File: config.mk
export PLATFORM = sky130hd
export DESIGN_NAME = fetch_controller_flat
export DESIGN_NICKNAME = d
export VERILOG_FILES = /design/src/rtl/fetch_controller_pkg.sv /design/src/rtl/fetch_controller_if.sv /design/src/rtl/fetch_controller_pc_unit.sv /design/src/rtl/fetch_controller.sv /design/src/flat_wrapper.sv
export SDC_FILE = /design/constraint.sdc
export NUM_CORES = 1
export LEC_CHECK = 0
export ABC_CLOCK_PERIOD_IN_PS = 3310
export BUFFER_PORTS_ARGS = -buffer_cell sky130_fd_sc_hd__buf_2
export CAP_MARGIN = 10
export CORE_MARGIN = 4
export CORE_UTILIZATION = 45
export CTS_CLUSTER_SIZE = 8
export DETAILED_ROUTE_END_ITERATION = 7
export PLACE_DENSITY = 0.76
export SETUP_SLACK_MARGIN = 0.4
export SLEW_MARGIN = 20
export SYNTH_ARGS = -nofsm -noshare
export SYNTH_HDL_FRONTEND = slang
export SYNTH_HIERARCHICAL = 1
export SYNTH_SLANG_ARGS = --single-unit
export TNS_END_PERCENT = 30
File: constraint.sdc
create_clock -name clk -period 3.31 [get_ports clk]
set_clock_uncertainty 0.05 [all_clocks]
set_input_delay 0.4965 -clock clk [delete_from_list [all_inputs] [get_ports clk]]
set_output_delay 0.4965 -clock clk [all_outputs]
set_load 0.02 [all_outputs]
File: src/rtl/fetch_controller_pkg.sv
// Shared definitions for the fetch stage: FSM states, instruction field layout
// and reset defaults.
package fetch_controller_pkg;

   localparam int unsigned INSTR_W          = 16;
   localparam int unsigned ADDR_W_DEFAULT   = 32;
   localparam logic [31:0] RESET_PC_DEFAULT = 32'h0;

   localparam int unsigned IMM_BIT    = 0;
   localparam int unsigned SHMNT_LSB  = 1;
   localparam int unsigned SHMNT_MSB  = 4;
   localparam int unsigned RD_LSB     = 5;
   localparam int unsigned RD_MSB     = 7;
   localparam int unsigned RS_LSB     = 8;
   localparam int unsigned RS_MSB     = 10;
   localparam int unsigned OPCODE_LSB = 11;
   localparam int unsigned OPCODE_MSB = 15;

   typedef enum logic [0:0] {
      S_FETCH = 1'b0,
      S_IMM   = 1'b1
   } fetch_state_e;

endpackage

File: src/rtl/fetch_controller_if.sv
// Fetch-stage bus: hazard/redirect controls, instruction-memory port and the
// IF/ID register outputs.
interface fetch_controller_if #(
   parameter int unsigned ADDR_W  = fetch_controller_pkg::ADDR_W_DEFAULT,
   parameter int unsigned INSTR_W = fetch_controller_pkg::INSTR_W
);
   logic               stall;
   logic               jump_valid;
   logic [ADDR_W-1:0]  jump_address;
   logic [ADDR_W-1:0]  imem_address;
   logic [INSTR_W-1:0] imem_rdata;
   logic               ifid_valid;
   logic [INSTR_W-1:0] ifid_instr;
   logic [INSTR_W-1:0] ifid_immediate;
   logic [ADDR_W-1:0]  ifid_next_pc;
   logic               ifid_is_immediate;
   logic [3:0]         ifid_shmnt;
   logic [2:0]         ifid_rd;
   logic [2:0]         ifid_rs;
   logic [4:0]         ifid_opcode;

   modport master (
      input  stall,
      input  jump_valid,
      input  jump_address,
      input  imem_rdata,
      output imem_address,
      output ifid_valid,
      output ifid_instr,
      output ifid_immediate,
      output ifid_next_pc,
      output ifid_is_immediate,
      output ifid_shmnt,
      output ifid_rd,
      output ifid_rs,
      output ifid_opcode
   );

   modport slave (
      output stall,
      output jump_valid,
      output jump_address,
      output imem_rdata,
      input  imem_address,
      input  ifid_valid,
      input  ifid_instr,
      input  ifid_immediate,
      input  ifid_next_pc,
      input  ifid_is_immediate,
      input  ifid_shmnt,
      input  ifid_rd,
      input  ifid_rs,
      input  ifid_opcode
   );

endinterface

File: src/rtl/fetch_controller_pc_unit.sv
// Program counter: redirect load beats hold, hold beats increment.
module fetch_controller_pc_unit #(
   parameter int unsigned       ADDR_W   = 32,
   parameter logic [ADDR_W-1:0] RESET_PC = '0
) (
   input  logic              clk,
   input  logic              rst,
   input  logic              load,
   input  logic [ADDR_W-1:0] load_addr,
   input  logic              hold,
   input  logic              incr,
   output logic [ADDR_W-1:0] pc,
   output logic [ADDR_W-1:0] pc_plus1
);

   logic [ADDR_W-1:0] pc_q;

   // Wraps modulo 2^ADDR_W with no carry out.
   assign pc_plus1 = pc_q + ADDR_W'(1);
   assign pc       = pc_q;

   always_ff @(posedge clk or posedge rst) begin
      if (rst) begin
         pc_q <= RESET_PC;
      end else if (load) begin
         pc_q <= load_addr;
      end else if (!hold && incr) begin
         pc_q <= pc_plus1;
      end
   end

endmodule

File: src/rtl/fetch_controller.sv
// Fetch-stage sequencer: owns the PC, assembles one/two-word instructions and
// loads the IF/ID register, honouring stall and redirect requests.
module fetch_controller
   import fetch_controller_pkg::*;
#(
   parameter int unsigned       ADDR_W   = ADDR_W_DEFAULT,
   parameter logic [ADDR_W-1:0] RESET_PC = ADDR_W'(RESET_PC_DEFAULT)
) (
   input logic                clk,
   input logic                rst,
   fetch_controller_if.master bus
);

   fetch_state_e       state_q;
   logic [INSTR_W-1:0] hold_q;
   logic               valid_q;
   logic [INSTR_W-1:0] instr_q;
   logic [INSTR_W-1:0] imm_q;
   logic [ADDR_W-1:0]  next_pc_q;
   logic [ADDR_W-1:0]  pc;
   logic [ADDR_W-1:0]  pc_plus1;
   logic [INSTR_W-1:0] word;

   assign word = bus.imem_rdata;

   fetch_controller_pc_unit #(
      .ADDR_W   (ADDR_W),
      .RESET_PC (RESET_PC)
   ) u_pc_unit (
      .clk       (clk),
      .rst       (rst),
      .load      (bus.jump_valid),
      .load_addr (bus.jump_address),
      .hold      (bus.stall),
      .incr      (1'b1),
      .pc        (pc),
      .pc_plus1  (pc_plus1)
   );

   always_ff @(posedge clk or posedge rst) begin
      if (rst) begin
         state_q   <= S_FETCH;
         hold_q    <= '0;
         valid_q   <= 1'b0;
         instr_q   <= '0;
         imm_q     <= '0;
         next_pc_q <= '0;
      end else if (bus.jump_valid) begin
         // Redirect drops any half-assembled immediate instruction.
         state_q   <= S_FETCH;
         hold_q    <= '0;
         valid_q   <= 1'b0;
         instr_q   <= '0;
         imm_q     <= '0;
         next_pc_q <= '0;
      end else if (!bus.stall) begin
         unique case (state_q)
            S_FETCH: begin
               if (word[IMM_BIT]) begin
                  hold_q  <= word;
                  valid_q <= 1'b0;
                  state_q <= S_IMM;
               end else begin
                  valid_q   <= 1'b1;
                  instr_q   <= word;
                  imm_q     <= '0;
                  next_pc_q <= pc_plus1;
               end
            end
            S_IMM: begin
               valid_q   <= 1'b1;
               instr_q   <= hold_q;
               imm_q     <= word;
               next_pc_q <= pc_plus1;
               state_q   <= S_FETCH;
            end
            default: state_q <= S_FETCH;
         endcase
      end
   end

   assign bus.imem_address      = pc;
   assign bus.ifid_valid        = valid_q;
   assign bus.ifid_instr        = instr_q;
   assign bus.ifid_immediate    = imm_q;
   assign bus.ifid_next_pc      = next_pc_q;
   assign bus.ifid_is_immediate = instr_q[IMM_BIT];
   assign bus.ifid_shmnt        = instr_q[SHMNT_MSB:SHMNT_LSB];
   assign bus.ifid_rd           = instr_q[RD_MSB:RD_LSB];
   assign bus.ifid_rs           = instr_q[RS_MSB:RS_LSB];
   assign bus.ifid_opcode       = instr_q[OPCODE_MSB:OPCODE_LSB];

endmodule

File: src/flat_wrapper.sv
// flat-port wrapper written by rule: the top's interface ports become plain ports
module fetch_controller_flat import fetch_controller_pkg::*;
#(
   parameter int unsigned       ADDR_W   = ADDR_W_DEFAULT,
   parameter logic [ADDR_W-1:0] RESET_PC = ADDR_W'(RESET_PC_DEFAULT)
)
  (clk, rst, bus_stall, bus_jump_valid, bus_jump_address, bus_imem_rdata, bus_imem_address, bus_ifid_valid, bus_ifid_instr, bus_ifid_immediate, bus_ifid_next_pc, bus_ifid_is_immediate, bus_ifid_shmnt, bus_ifid_rd, bus_ifid_rs, bus_ifid_opcode);
  fetch_controller_if #(.ADDR_W(ADDR_W), .INSTR_W(16)) bus_i ();
  input logic clk;
  input logic rst;
  input wire logic [$bits(bus_i.stall)-1:0] bus_stall;
  input wire logic [$bits(bus_i.jump_valid)-1:0] bus_jump_valid;
  input wire logic [$bits(bus_i.jump_address)-1:0] bus_jump_address;
  input wire logic [$bits(bus_i.imem_rdata)-1:0] bus_imem_rdata;
  output wire logic [$bits(bus_i.imem_address)-1:0] bus_imem_address;
  output wire logic [$bits(bus_i.ifid_valid)-1:0] bus_ifid_valid;
  output wire logic [$bits(bus_i.ifid_instr)-1:0] bus_ifid_instr;
  output wire logic [$bits(bus_i.ifid_immediate)-1:0] bus_ifid_immediate;
  output wire logic [$bits(bus_i.ifid_next_pc)-1:0] bus_ifid_next_pc;
  output wire logic [$bits(bus_i.ifid_is_immediate)-1:0] bus_ifid_is_immediate;
  output wire logic [$bits(bus_i.ifid_shmnt)-1:0] bus_ifid_shmnt;
  output wire logic [$bits(bus_i.ifid_rd)-1:0] bus_ifid_rd;
  output wire logic [$bits(bus_i.ifid_rs)-1:0] bus_ifid_rs;
  output wire logic [$bits(bus_i.ifid_opcode)-1:0] bus_ifid_opcode;
  assign bus_i.stall = bus_stall;
  assign bus_i.jump_valid = bus_jump_valid;
  assign bus_i.jump_address = bus_jump_address;
  assign bus_i.imem_rdata = bus_imem_rdata;
  assign bus_imem_address = bus_i.imem_address;
  assign bus_ifid_valid = bus_i.ifid_valid;
  assign bus_ifid_instr = bus_i.ifid_instr;
  assign bus_ifid_immediate = bus_i.ifid_immediate;
  assign bus_ifid_next_pc = bus_i.ifid_next_pc;
  assign bus_ifid_is_immediate = bus_i.ifid_is_immediate;
  assign bus_ifid_shmnt = bus_i.ifid_shmnt;
  assign bus_ifid_rd = bus_i.ifid_rd;
  assign bus_ifid_rs = bus_i.ifid_rs;
  assign bus_ifid_opcode = bus_i.ifid_opcode;
  fetch_controller #(.ADDR_W(ADDR_W), .RESET_PC(RESET_PC)) u_core (.clk(clk), .rst(rst), .bus(bus_i));
endmodule
# Yosys cells after proc, flatten, opt, wreduce, memory -nomap -nowiden
# Index checks and enable logic that the tools add are counted.
classes:
  n_eq_ne: 3
  div: 0
  n_reduce_logical: 3
  mul: 0
  bitwise_logic: 1
  order_cmp: 0
  muxes: 26
  add_sub_neg: 1
  shifts: 0
ops:
  columns: ["cell", "count"]
  rows:
  - ["$mux 16", 10]
  - ["$mux 32", 5]
  - ["$pmux 16 s2", 2]
  - ["$pmux 32 s2", 1]
  - ["$add 32x1->32 const B", 1]
  - ["$mux 1", 6]
  - ["$pmux 1 s2", 2]
  - ["$ne 3x3->1 const B", 1]
  - ["$reduce_and 3->1", 1]
  - ["$ne 2x1->1 const B", 1]
  - ["$ne 2x2->1 const B", 1]
  - ["$reduce_and 2->1", 1]
  - ["$reduce_bool 2->1", 1]
  - ["$not 1->1", 1]
totals:
  in_bits: 52
  ram_bits: 0
  ff_bits: 114
  n_memories: 0
  latch_bits: 0
  romBits: 0

# Logic depth before layout (Yosys ltp)
# Gate-level depths: netlist (run 1).
depth:
  word_depth: 5
  ltp_mapped: 8
  ltp_nobuf: 6

# By module
# Netlist (run 1), hierarchy kept.
by_module_without_submodules:
  columns: ["mod", "n_inst", "cells_each", "seq_area_each_um2", "area_each_um2"]
  rows:
  - ["fetch_controller", 1, 265, 2052.0, 3412.0]
  - ["fetch_controller_pc_unit", 1, 311, 800.8, 2442.3]

# Worst setup path after synthesis (run 1)
# No wires, ideal clock.
synth_path:
  path_kind: "reg-to-reg"
  from: "register u_core.u_pc_unit.pc_q[0], in the netlist u_core/u_pc_unit/pc[0]"
  to: "register u_core.u_pc_unit.pc_q[20], in the netlist u_core/u_pc_unit/pc[20]"
  stages_incl_launch_ff: 7
  required_time_ps: 3178
  n_path_buf: 1
  slack_ps: 997
  setup_ps: 82
  synth_period_minus_slack_ps: 2313
  t_arrival_ps: 2181
  path_cell_list: "dfrtp_1 ha_1 nand4b_1 or3_1 buf_2 or4_1 a31oi_1"
synth_via:
  elab_chain_cells: 3
synth_rtl:
  columns: ["element", "line", "text"]
  rows:
  - ["start, declared", "fetch_controller_pc_unit.sv:16", "logic [ADDR_W-1:0] pc_q;"]
  - ["start signal, assigned", "fetch_controller_pc_unit.sv:26", "pc_q <= load_addr;"]
  - ["start signal, assigned", "fetch_controller_pc_unit.sv:28", "pc_q <= pc_plus1;"]
  - ["$add 32x1->32", "fetch_controller_pc_unit.sv:19", "assign pc_plus1 = pc_q + ADDR_W'(1);"]
  - ["$mux 32", "fetch_controller_pc_unit.sv:27", "end else if (!hold && incr) begin"]
  - ["$mux 32", "fetch_controller_pc_unit.sv:25", "end else if (load) begin"]
# Every way passes these cells. The select of a mux whose other input is x is not followed.
# A chain may end at the register's enable or synchronous reset.

# Worst setup path after layout (run 1)
layout_path:
  from: "register u_core.u_pc_unit.pc_q[0], in the netlist u_core/u_pc_unit/pc[0]"
  to: "register u_core.u_pc_unit.pc_q[28], in the netlist u_core/u_pc_unit/pc[28]"
# The elaborated chain is that of the path after synthesis.

==> flow_metrics.py, run 1 <==
metrics = {
    "status": {
        "status": "complete, no violations",
    },
    "cts": {
        "clk_path_buf_depth": 2,
        "ctsResizeCount": 0,
        "cts_tree": "built",
        "clkSinkCount": 114,
        "clockRootBuffer": "clkbuf_16",
        "worst_skew_pair.late_latency_ns": 0.42,
        "cts-hold-fix-buffers": 0,
        "cts_htree_levels": 4,
        "cts-buffers-inserted": 17,
        "path_clk_slew_ns": 0.06,
        "cts_setup_buffers": 0,
    },
    "synthesis": {
        "syn_avg_cell_area_um2": 10.2,
        "synth_area_leaders": "dfrtp_1 49%, a22o_1 7.0%, xnor2_1 4.2%",
        "async_reset_ff_share_pct": 100,
        "ys_types": 53,
        "synthCells": 576,
        "synth.area.mux_share_pct": 3.10,
        "synthAdderAreaFrac_pct": 0.214,
        "synth_compound_area_share_pct": 17.5,
        "synth_top_family_by_area": "compound AO/OA/AOI/OAI gates",
        "syn_area_um2": 5850,
        "ys_ff_latch": 114,
        "yosys.area.top_type_share_pct": 48.7,
        "synth-xor-area-share_pct": 6.43,
        "synth_common_cells": "114 x dfrtp_1, 47 x a22o_1, 43 x nand2_1, 33 x nand3_1, 28 x xnor2_1",
        "yosysSeqAreaShare_pct": 48.7,
        "yosysMostFrequentCell": "dfrtp_1",
        "ys.flop_type": "dfrtp_1",
        "synth_warnings": 6,
        "yosys.area_share.simple_pct": 16.4,
        "synth.largest_area_cell": "dfrtp_1",
        "synth_edf_count": 0,
    },
    "power_and_ir_drop": {
        "p_per_area_nw_per_um2": 551,
        "power_mw": 3.97,
        "vdd_ir_drop_max_mv": 0.344,
        "leakagePower_nw": 3.40,
    },
    "sta": {
        "tightest_slew_ns": 0.918,
        "slew_violations": 0,
        "finalWorstSetupSlack_ns": 0.594,
        "hold_viol": 0,
        "period_share_pct": 82.1,
        "slew_headroom_pct": 38.5,
        "rsz0062_at_grt": "no",
        "timing.fmax_mhz": 368,
        "finalSetupViolCount": 0,
        "fin_crit_ns": 2.72,
        "setup-tns-final_ns": 0,
    },
    "drt": {
        "antenna_left": 0,
        "routed_wl_um": 16500,
        "drc": 0,
        "routedWlPerCell_um": 18.4,
        "vias_per_cell": 5.75,
        "num_vias": 5131,
        "drtPass1Iterations": 6,
        "drt_iter0_markers": 456,
    },
    "setup_path": {
        "end_kind": "flop",
        "crit_arrival_ns": 2.94,
        "cp.required_ns": 3.54,
        "path_class": "reg2reg",
        "timing.critical_path.buf_inv": 0,
        "crit_slowest_cell": "or3_1",
        "critical_path.max_fanout": 12,
        "start_kind": "flop",
        "worst_path_most_repeated_cell": "or3_1",
        "path_cells": "ha_1, nand4b_1, or3_1, or3_1, o311ai_0",
        "max_stage_delay_ns": 0.64,
        "critPathTopFamily": "simple AND/OR/NAND/NOR gates",
    },
    "worst_hold_path": {
        "hold_path.class": "in2async",
    },
    "die": {
        "io_pins": 165,
        "start_util_pct": 46.2,
        "die_h_um": 122,
        "die_w_um": 122,
        "coreArea_um2": 12700,
        "dieArea_um2": 14900,
        "fp-row-count": 41,
    },
    "finish": {
        "finalNonFillerCells": 892,
        "antenna_cells": 0,
        "layout.nets": 760,
        "drive_gt1_share_pct": 31.4,
        "area_growth_pct": 23.0,
        "fillCellCount": 1088,
    },
    "place": {
        "dp.cells": 859,
        "port_buffers": 164,
        "place.gp.congestion": 0.898,
        "dp_hpwl_um": 11800,
        "pre_cts_ws_ns": 0.673,
    },
    "grt": {
        "overflow": 0,
        "grt_pass1_wl_um": 26000,
        "grt_pass1_vias": 4949,
        "antenna_found_initial": 0,
        "grt_max_degree": 54,
        "grt_use_total_pct": 22.6,
    },
    "run": {
        "maxCapViolations": 0,
    },
}
==> path summary, 6_finish.rpt <==
path | startpoint | end | slack [ns] | cells past startpoint
max in group asynchronous | rst | u_core/bus.ifid_instr[4] | 2.28 | 3
max reg2reg | u_core/u_pc_unit/pc[0] | u_core/u_pc_unit/pc[28] | 0.59 | 5
min | rst | u_core/u_pc_unit/pc[3] | 0.13 | 3
min reg2reg | u_core/bus.ifid_next_pc[28] | u_core/bus.ifid_next_pc[28] | 0.45 | 1
min in group clk | bus_jump_address[11] | u_core/u_pc_unit/pc[11] | 0.24 | 3
max | u_core/u_pc_unit/pc[0] | u_core/u_pc_unit/pc[28] | 0.59 | 5
==> cell type report <==
type | instances | area [um2] | area share (%)
Clock inverter | 15 | 159 | 2.21
Clock buffer | 17 | 425 | 5.91
Inverter | 13 | 50.0 | 0.695
Sequential cell | 114 | 2850 | 39.6
Tap cell | 172 | 215 | 2.99
Timing Repair Buffer | 177 | 926 | 12.9
Multi-Input combinational cell | 384 | 2570 | 35.7
==> kinds of logic after synthesis <==
kind of cell,after synthesis
and+or+nand+nor,177
muxes,18
DFF,114
AOI/OAI and AO/OA,142
other,1
xor gates and xnor gates,43
buffers and inverters,80
adders and majority gates,1
==> state kept, by name, indices dropped and copies added (netlist names) <==
register	flops
u_core/u_pc_unit/pc	32
u_core/bus.ifid_instr	16
u_core/hold_q	16
u_core/bus.ifid_immediate	16
u_core/bus.ifid_next_pc	32
u_core/state_q	1
u_core/bus.ifid_valid	1
==> placed cells by master, fill, tap and decap left out, types with 3 or more instances in the layout <==
cell type     n
a211o_1       4
a21oi_1      19
a22o_1       47
a31oi_1       8
and4_1        3
buf_2       164
buf_4        12
clkbuf_16    17
clkinv_2      4
clkinv_4      4
clkinvlp_4    3
conb_1        3
dfrtp_1     114
inv_1        10
inv_6         3
mux2i_1      17
nand2_1      43
nand3_1      33
nand3b_1      3
nand4_1      21
nor2_1       22
nor3_1       14
nor4_1        7
o21ai_0      18
o21ai_1      16
o2bb2ai_1    15
o31ai_1       4
or2_2         4
or3_1         8
or4_1         6
xnor2_1      28
xor2_1       15
==> through the flow <==
stage / utilization (%) / hold slack [ns] / instance area [um2]
3_5_place_dp: 52.1 / 0.441 / 6600
3_3_place_gp: 52.1 / 0.420 / 6600
6_report: 56.8 / 0.132 / 7200
2_1_floorplan: - / 0.404 / 5860
5_1_grt: 56.8 / 0.158 / 7200
4_1_cts: 56.7 / 0.135 / 7190
==> routing by layer <==
metal,global-route usage (%),up-vias,wire length [um]
met5,0,-,0
met4,8.61,0,362
met3,6.27,33,1470
met2,34.9,282,7700
met1,30.4,2476,6920
li1,-,2340,-
==> report_power, final <==
part	total (mW)	leakage (nW)	internal, mW	switching, mW
logic	0.569	1.62	0.208	0.360
registers	1.61	1.49	1.48	0.128
clock network	1.79	0.280	1.11	0.677
==> worst min-delay path, stage by stage <==
cell	delay, ns
buf_2	0.11
inv_1	0.04
buf_4	0.37
(Power assumes the default switching activity.)
==> inputs of run 2 (changes only) <==
Settings changed: ABC_CLOCK_PERIOD_IN_PS 3310 to 2700.
Clock period 3.31 ns to 2.7 ns, I/O delays scaled along.
==> run 2 against run 1 <==
Global-route usage rose by 0.15 points. Routed wire length rose by 4.1%. Critical path depth rose by 1. Clock power rose by 32%. Hold slack got worse by 0.083 ns. Critical path type unchanged. Count of clock-buffer cells in the layout did not move.
==> flow_metrics.py, run 2 (synthesized netlist as in run 1, its figures left out) <==
metrics = {
    "setup_path": {
        "r2r_setup_slack_ns": 0.37,
        "end_kind": "flop",
        "start_kind": "flop",
        "path_class": "reg2reg",
        "r2r_cells": 6,
        "reg2reg_from": "u_core/u_pc_unit/pc[0]",
        "crit_arrival_ns": 2.59,
        "r2r-end": "u_core/bus.ifid_next_pc[28]",
        "critical_path.max_fanout": 8,
        "cp.required_ns": 2.96,
    },
    "sta": {
        "slew_violations": 0,
        "rsz0062_at_grt": "yes",
        "timing.fmax_mhz": 429,
        "hold_viol": 0,
        "tightest_slew_ns": 0.905,
        "setup-tns-final_ns": 0,
        "fin_crit_ns": 2.33,
        "slew_headroom_pct": 39.4,
        "whs_ns": 0.0489,
        "finalSetupViolCount": 0,
        "period_share_pct": 86.3,
    },
    "place": {
        "dp_hpwl_um": 11800,
        "port_buffers": 164,
        "place.gp.congestion": 0.874,
    },
    "cts": {
        "clk_path_buf_depth": 2,
        "cts_htree_levels": 4,
        "cts-buffers-inserted": 17,
        "clkSinkCount": 114,
        "clockRootBuffer": "clkbuf_16",
        "worst_skew_pair.late_latency_ns": 0.42,
        "path_clk_slew_ns": 0.05,
        "cts_tree": "built",
        "cts-hold-fix-buffers": 0,
    },
    "grt": {
        "use_met3_pct": 6.27,
        "grt_max_degree": 51,
        "busiest_layer": "met2",
        "antenna_found_initial": 0,
        "overflow": 0,
        "grt_use_total_pct": 22.8,
        "grt_pass1_vias": 5032,
        "use_met2_pct": 35.9,
        "grt_pass1_wl_um": 26400,
        "use_met1_pct": 30.1,
    },
    "drt": {
        "drt_iter0_markers": 516,
        "drtPass1Iterations": 5,
        "antenna_left": 0,
        "routedWlPerCell_um": 19.1,
        "num_vias": 5330,
        "routed_wl_um": 17100,
        "drc": 0,
        "vias_per_cell": 5.94,
    },
    "die": {
        "die_h_um": 122,
        "dieArea_um2": 14900,
        "coreArea_um2": 12700,
        "die_w_um": 122,
        "start_util_pct": 46.2,
        "io_pins": 165,
        "fp-row-count": 41,
    },
    "finish": {
        "drive_gt1_share_pct": 32.6,
        "area_growth_pct": 25.2,
        "layout.nets": 767,
        "final_common_cell": "buf_2",
        "antenna_cells": 0,
        "final_cell_mix": "164 x buf_2, 114 x dfrtp_1, 47 x a22o_1",
    },
    "power_and_ir_drop": {
        "vdd_ir_drop_max_mv": 0.406,
        "p_per_area_nw_per_um2": 690,
        "leakagePower_nw": 3.45,
        "power_mw": 5.06,
    },
    "worst_hold_path": {
        "hold_path.class": "in2async",
    },
    "status": {
        "status": "complete, no violations",
    },
    "run": {
        "maxCapViolations": 0,
    },
}
-- run 2: changes by cell type in the layout (fill, tap and decap cells not counted), sizes merged --
cell      previous run  this run
clkinvlp             3         4
buf                177       184
clkinv               9         7
inv                 14        12
bufinv               2         4
-- run 2: worst max-delay path by stage --
stage | from | to | slack (ns) | depth (start not counted)
floorplan | u_core/u_pc_unit/pc[0] | u_core/u_pc_unit/pc[20] | 0.39 | 6
global placement | bus_stall | u_core/u_pc_unit/pc[17] | 0.40 | 5
finish | u_core/u_pc_unit/pc[0] | u_core/bus.ifid_next_pc[28] | 0.37 | 6
CTS | u_core/u_pc_unit/pc[3] | u_core/u_pc_unit/pc[17] | 0.38 | 4
detailed placement | u_core/u_pc_unit/pc[0] | u_core/u_pc_unit/pc[28] | 0.30 | 5
global route | u_core/u_pc_unit/pc[0] | u_core/bus.ifid_next_pc[28] | 0.31 | 6
-- run 2: repair_timing --
item,in CTS,in global routing
setup endpoints to repair,2,10
setup buffers,0,2
pin swaps,0,1
resized for setup,2,4
-- run 2: layout make-up --
class	instances	area (um2)
inverters	13	52.6
clock buffers	17	425
fillers	1067	5340
flip-flops and latches	114	2850
clock inverters	14	189
repair buffers	184	996
well taps	172	215
multi-input cells	384	2600
-- run 2: stage by stage --
stage	worst slack [ns]	util, %	instances	instance area [um2]
detailed placement	0.299	52.7	865	6680
finish	0.371	57.9	898	7330
global placement	0.398	52.7	865	6680
CTS	0.376	57.6	896	7300
floorplan	0.387	-	578	5870
global route	0.306	57.9	898	7330
-- run 2: critical path, stage by stage (launching register included) --
cell	delay [ns]
dfrtp_1	0.43
ha_2	0.27
nand2_1	0.18
or3_1	0.57
nor4_1	0.38
xor2_1	0.12
a22o_1	0.21
-- run 2: layer usage --
metal  share of wire, %  vias to the layer above
met3                9.9                       38
met1                 40                     2628
met2                 48                      313
met5                  0                        -
li1                   -                     2351
met4                2.4                        0
-- run 2: where the power goes --
group	internal (mW)	switching [mW]	total, mW
sequential	1.82	0.144	1.96
combinational	0.267	0.468	0.735
clock	1.53	0.828	2.36
